$ cat config.mk
export PLATFORM = sky130hd
export DESIGN_NAME = uart_tx_arbiter
export DESIGN_NICKNAME = d
export VERILOG_FILES = /design/src/rtl/uart_tx_arbiter.sv
export SDC_FILE = /design/constraint.sdc
export NUM_CORES = 1
export LEC_CHECK = 0
export ABC_AREA = 1
export ABC_CLOCK_PERIOD_IN_PS = 1900
export BUFFER_PORTS_ARGS = -buffer_cell sky130_fd_sc_hd__buf_2
export CORE_ASPECT_RATIO = 1.5
export CORE_MARGIN = 2
export CORE_UTILIZATION = 43
export CTS_BUF_LIST = sky130_fd_sc_hd__clkbuf_8
export CTS_CLUSTER_DIAMETER = 80
export DETAILED_ROUTE_END_ITERATION = 8
export PLACE_DENSITY = 0.72
export SKIP_LAST_GASP = 1
export SYNTH_ARGS = -nofsm -noshare
export SYNTH_HDL_FRONTEND = slang
export SYNTH_SLANG_ARGS = --single-unit
$ cat constraint.sdc
create_clock -name clk -period 1.9 [get_ports clk]
set_clock_uncertainty 0.15 [all_clocks]
set_input_delay 0.19 -clock clk [delete_from_list [all_inputs] [get_ports clk]]
set_output_delay 0.19 -clock clk [all_outputs]
set_load 0.005 [all_outputs]
$ cat src/rtl/uart_tx_arbiter.sv
// ---------------------------------------------------------------------------
// uart_tx_arbiter
//
// Shares one UART TX FIFO write port between two byte-stream requesters.
// A grant is held for a whole packet, so bytes from different sources never
// interleave on the serial line. Priority alternates between requesters on
// each packet. A stall timeout revokes the grant of an owner that stops
// sending mid-packet.
//
// Optional feature (macro ARB_CRLF_EN): when defined, every completed packet
// is followed by CR (0x0D) and LF (0x0A) written on behalf of the owner.
//
// Parameters:
//   DBIT    data byte width (matches the TX FIFO width)
//   TO_CYC  idle cycles tolerated mid-packet before the grant is revoked (>=1)
//   TO_W    width of the timeout counter (TO_CYC must fit)
//
// Ports:
//   clk           system clock
//   reset         asynchronous reset, active low
//   valid0/1      requester has a byte on data0/1
//   last0/1       that byte ends the requester's packet
//   data0/1       requester bytes
//   ready0/1      byte accepted this cycle when the matching valid is high
//   tx_full       TX FIFO full
//   wr_uart       TX FIFO write strobe
//   w_data        TX FIFO write data
//   gnt           one-hot current owner, 00 when idle
//   busy          high whenever the arbiter is not idle
//   timeout_tick  one-cycle pulse when a grant is revoked by timeout
// ---------------------------------------------------------------------------
module uart_tx_arbiter #(
    parameter int DBIT   = 8,
    parameter int TO_CYC = 1000,
    parameter int TO_W   = 10
) (
    input  logic            clk,
    input  logic            reset,
    input  logic            valid0,
    input  logic            last0,
    input  logic [DBIT-1:0] data0,
    output logic            ready0,
    input  logic            valid1,
    input  logic            last1,
    input  logic [DBIT-1:0] data1,
    output logic            ready1,
    input  logic            tx_full,
    output logic            wr_uart,
    output logic [DBIT-1:0] w_data,
    output logic [1:0]      gnt,
    output logic            busy,
    output logic            timeout_tick
);

`ifdef ARB_CRLF_EN
    typedef enum logic [1:0] {IDLE, GRANT, CR, LF} state_t;
`else
    typedef enum logic {IDLE, GRANT} state_t;
`endif

    state_t          state_q, state_d;
    logic            owner_q, owner_d;
    logic            rr_q, rr_d;
    logic [TO_W-1:0] cnt_q, cnt_d;

    logic            sel_valid;
    logic            sel_last;
    logic [DBIT-1:0] sel_data;
    logic [1:0]      owner_onehot;

    // Mux the owner's request so the FSM only ever looks at one requester.
    assign sel_valid    = owner_q ? valid1 : valid0;
    assign sel_last     = owner_q ? last1  : last0;
    assign sel_data     = owner_q ? data1  : data0;
    assign owner_onehot = owner_q ? 2'b10  : 2'b01;

    // State, owner, round-robin pointer and stall counter.
    always_ff @(posedge clk or negedge reset) begin
        if (!reset) begin
            state_q <= IDLE;
            owner_q <= 1'b0;
            rr_q    <= 1'b0;
            cnt_q   <= '0;
        end else begin
            state_q <= state_d;
            owner_q <= owner_d;
            rr_q    <= rr_d;
            cnt_q   <= cnt_d;
        end
    end

    // Next-state and output decode. All outputs are zero in IDLE, which is
    // what makes an asynchronous reset clear every output immediately.
    always_comb begin
        state_d      = state_q;
        owner_d      = owner_q;
        rr_d         = rr_q;
        cnt_d        = cnt_q;
        ready0       = 1'b0;
        ready1       = 1'b0;
        wr_uart      = 1'b0;
        w_data       = '0;
        gnt          = 2'b00;
        busy         = 1'b0;
        timeout_tick = 1'b0;

        case (state_q)
            IDLE: begin
                // Only a tie consults the round-robin pointer.
                if (valid0 || valid1) begin
                    owner_d = (valid0 && valid1) ? rr_q : valid1;
                    state_d = GRANT;
                    cnt_d   = '0;
                end
            end

            GRANT: begin
                busy    = 1'b1;
                gnt     = owner_onehot;
                w_data  = sel_data;
                wr_uart = sel_valid & ~tx_full;
                if (owner_q) begin
                    ready1 = ~tx_full;
                end else begin
                    ready0 = ~tx_full;
                end

                // A full FIFO with a byte waiting is backpressure, not a
                // stall, so the counter only runs while the owner is silent.
                if (sel_valid) begin
                    if (!tx_full) begin
                        cnt_d = '0;
                        if (sel_last) begin
                            rr_d = ~owner_q;
`ifdef ARB_CRLF_EN
                            state_d = CR;
`else
                            state_d = IDLE;
`endif
                        end
                    end
                end else if (cnt_q == TO_W'(TO_CYC - 1)) begin
                    timeout_tick = 1'b1;
                    rr_d         = ~owner_q;
                    cnt_d        = '0;
                    state_d      = IDLE;
                end else begin
                    cnt_d = cnt_q + 1'b1;
                end
            end

`ifdef ARB_CRLF_EN
            CR: begin
                busy    = 1'b1;
                gnt     = owner_onehot;
                w_data  = DBIT'(8'h0D);
                wr_uart = ~tx_full;
                if (!tx_full) begin
                    state_d = LF;
                end
            end

            LF: begin
                busy    = 1'b1;
                gnt     = owner_onehot;
                w_data  = DBIT'(8'h0A);
                wr_uart = ~tx_full;
                if (!tx_full) begin
                    state_d = IDLE;
                end
            end
`endif

            default: begin
                state_d = IDLE;
            end
        endcase
    end

endmodule

==> impl_metrics.py <==
metrics = {
    "cts": {
        "cts_root_buf": "clkbuf_8",
        "ctsResizeCount": 0,
        "cts_setup_buffers": 0,
        "cts_sinks": 13,
        "h-tree-depth": 1,
        "cts-hold-fix-buffers": 1,
        "clk_latency_ns": 0.25,
        "cts_tree": "yes",
        "cts_buffers": 3,
        "clk_path_buf_depth": 2,
        "path_clk_slew_ns": 0.05,
    },
    "critical_path": {
        "crit_path_top_delay_cell": "dfrtp_1",
        "cp_max_fo": 3,
        "crit_top_cell": "nor2_1",
        "cp_cell_sequence": "ha_1 > nand2_1 > nor2_1 > nand4_1 > nor2_1 > buf_2",
        "slowest_delay_ns": 0.37,
        "path_class": "reg2out",
        "critical_path_buf_inv_count": 1,
        "end_kind": "output pin",
        "critPathTopFamily": "simple AND/OR/NAND/NOR gates",
        "critPathLaunchType": "register",
        "crit_required_ns": 1.56,
        "arrival_ns": 1.39,
    },
    "finish": {
        "final_nets": 210,
        "num_antenna_cells": 0,
        "multi_input_area_um2": 509,
        "drive_above_1_share": 0.254,
        "final_common_cell": "nand2_1",
        "area.growth.synth_to_final_pct": 28.3,
        "regArea_um2": 325,
        "fill_cells": 192,
        "layout_common_cells": "42 x nand2_1, 37 x buf_2, 23 x inv_1",
        "fin_area_mm2": 0.00120,
    },
    "synthesis": {
        "ys_seq_elements": 13,
        "synthTopCellsByArea": "dfrtp_1 35%, nand2_1 17%, inv_1 8.8%",
        "synth.avg_cell_area_um2": 6.52,
        "synth_top_area_share": 0.347,
        "yosys_warnings": 0,
        "synth_area_um2": 938,
        "syn_inst": 144,
        "syn_nets": 168,
        "yosysTopAreaCell": "dfrtp_1",
        "synth_cell_type_count": 20,
        "synth_seq_area_share": 0.347,
    },
    "min_path": {
        "hold_path_class": "in2reg",
    },
    "power": {
        "p_sw_uw": 642,
        "p_int_uw": 814,
        "vdd_drop_max_mv": 0.724,
        "p_leak_uw": 0.000697,
        "total_power_uw": 1460,
        "power_switching_share": 0.441,
        "p_clk_frac": 0.166,
        "sequentialPowerShare": 0.285,
        "combPwrFrac": 0.548,
        "power_density_mw_per_mm2": 1210,
    },
    "placement": {
        "port_buffers": 37,
        "place_ws_ns": 0.267,
        "dp_hpwl_mm": 2.09,
        "place_area_mm2": 0.00115,
        "gp_congestion": 0.942,
    },
    "global_routing": {
        "grt_max_degree": 14,
        "grt_pass1_vias": 955,
        "grt_pass1_wl_mm": 4.08,
        "grtUsageTotal": 0.211,
        "antenna_found_initial": 0,
        "gr-total-overflow": 0,
    },
    "floorplanning": {
        "fp.dieArea_mm2": 0.00258,
        "die_w_um": 42.1,
        "core_area_mm2": 0.00205,
        "io_pins": 38,
        "die_y_um": 61.2,
        "start_util": 0.457,
        "rows": 20,
    },
    "timing": {
        "slew_violations": 0,
        "relSlewSlack": 0.700,
        "timing.setup.tns_ns": 0,
        "finalWorstSetupSlack_ns": 0.168,
        "hold_ws_ns": 0.0992,
        "setup_violations": 0,
        "min_period_ns": 1.73,
        "worstMarginPinSlew_ns": 0.445,
        "hold_viol": 0,
        "layout_worst_path_cycle_share": 0.912,
        "rsz0062_at_grt": "false",
        "fmax_ghz": 0.577,
    },
    "outcome": {
        "status": "finished, final reports clean",
    },
    "detailed_routing": {
        "ant_nets": 0,
        "wire_per_inst_um": 12.4,
        "first_pass_iters": 4,
        "drc": 0,
        "vias": 1060,
        "via_per_inst": 5.12,
        "first_iter_violations": 20,
        "routed_wl_mm": 2.57,
    },
    "flow_run": {
        "max_cap_violations": 0,
    },
}
==> synthesized netlist by cell type <==
| master | count |
|---|---|
| nand2_1 | 42 |
| inv_1 | 22 |
| nor2_1 | 20 |
| dfrtp_1 | 13 |
| nand3_1 | 10 |
| a22o_1 | 8 |
| o21ai_0 | 6 |
| a21oi_1 | 4 |
| nand4_1 | 3 |
| nor3_1 | 3 |
| buf_2 | 2 |
| inv_2 | 2 |
| nand2_2 | 2 |
| a21boi_0 | 1 |
| and2_1 | 1 |
| clkinv_1 | 1 |
| ha_1 | 1 |
| nand3_2 | 1 |
| nand3_4 | 1 |
| or2_0 | 1 |
==> metrics by stage <==
stage                     cells  utilization
after CTS                   207        0.587
after detailed placement    202        0.560
after global placement      202        0.560
after floorplan             144            -
final                       207        0.587
after global routing        207        0.587
==> power groups by stage <==
stage / registers (uW) / logic (uW) / clock network, uW
2_1_floorplan: 387 / 538 / 0
3_3_place_gp: 412 / 775 / 0
3_5_place_dp: 417 / 796 / 0
4_1_cts: 412 / 800 / 248
5_1_grt: 424 / 899 / 266
6_report: 416 / 798 / 242
==> state kept, by name (all words and copies together), names as in the netlist <==
name / count
cnt_q: 10
owner_q: 1
rr_q: 1
state_q: 1
==> metal layers <==
metal | vias to the layer above | part of all wire | global-route usage
li1 | 539 | - | -
met1 | 480 | 0.38 | 0.223
met2 | 37 | 0.55 | 0.406
met3 | 4 | 0.058 | 0.0381
met4 | 0 | 0.012 | 0.103
met5 | - | 0 | 0
==> final cells by class <==
class | count | share of cell area
Clock inverter | 1 | 0.00312
Inverter | 25 | 0.0780
Sequential cell | 13 | 0.270
Timing Repair Buffer | 39 | 0.168
Multi-Input combinational cell | 104 | 0.423
Tap cell | 22 | 0.0229
Clock buffer | 3 | 0.0343
==> logic make-up after synthesis <==
family                     after synthesis  share of synthesized area
adders and majority gates                1                     0.0133
DFF                                     13                      0.347
and+or+nand+nor                         84                      0.393
buffers and inverters                   27                      0.111
AOI/OAI and AO/OA                       19                      0.136
==> tightest hold or removal path: stages <==
cell     delay [ns]
buf_2          0.12
o21ai_0        0.06
o21ai_0        0.07
==> final timing paths <==
path	startpoint	to	slack (ns)	depth (start not counted)
max	cnt_q[0]	timeout_tick	0.17	6
min	valid1	owner_q	0.1	3
max reg2reg	state_q	cnt_q[6]	0.26	6
min reg2reg	cnt_q[1]	cnt_q[1]	0.36	2
max in group asynchronous	reset	state_q	1.14	2
min in group asynchronous	reset	rr_q	0.22	2
Note: power is estimated with default switching activity, not from simulation.
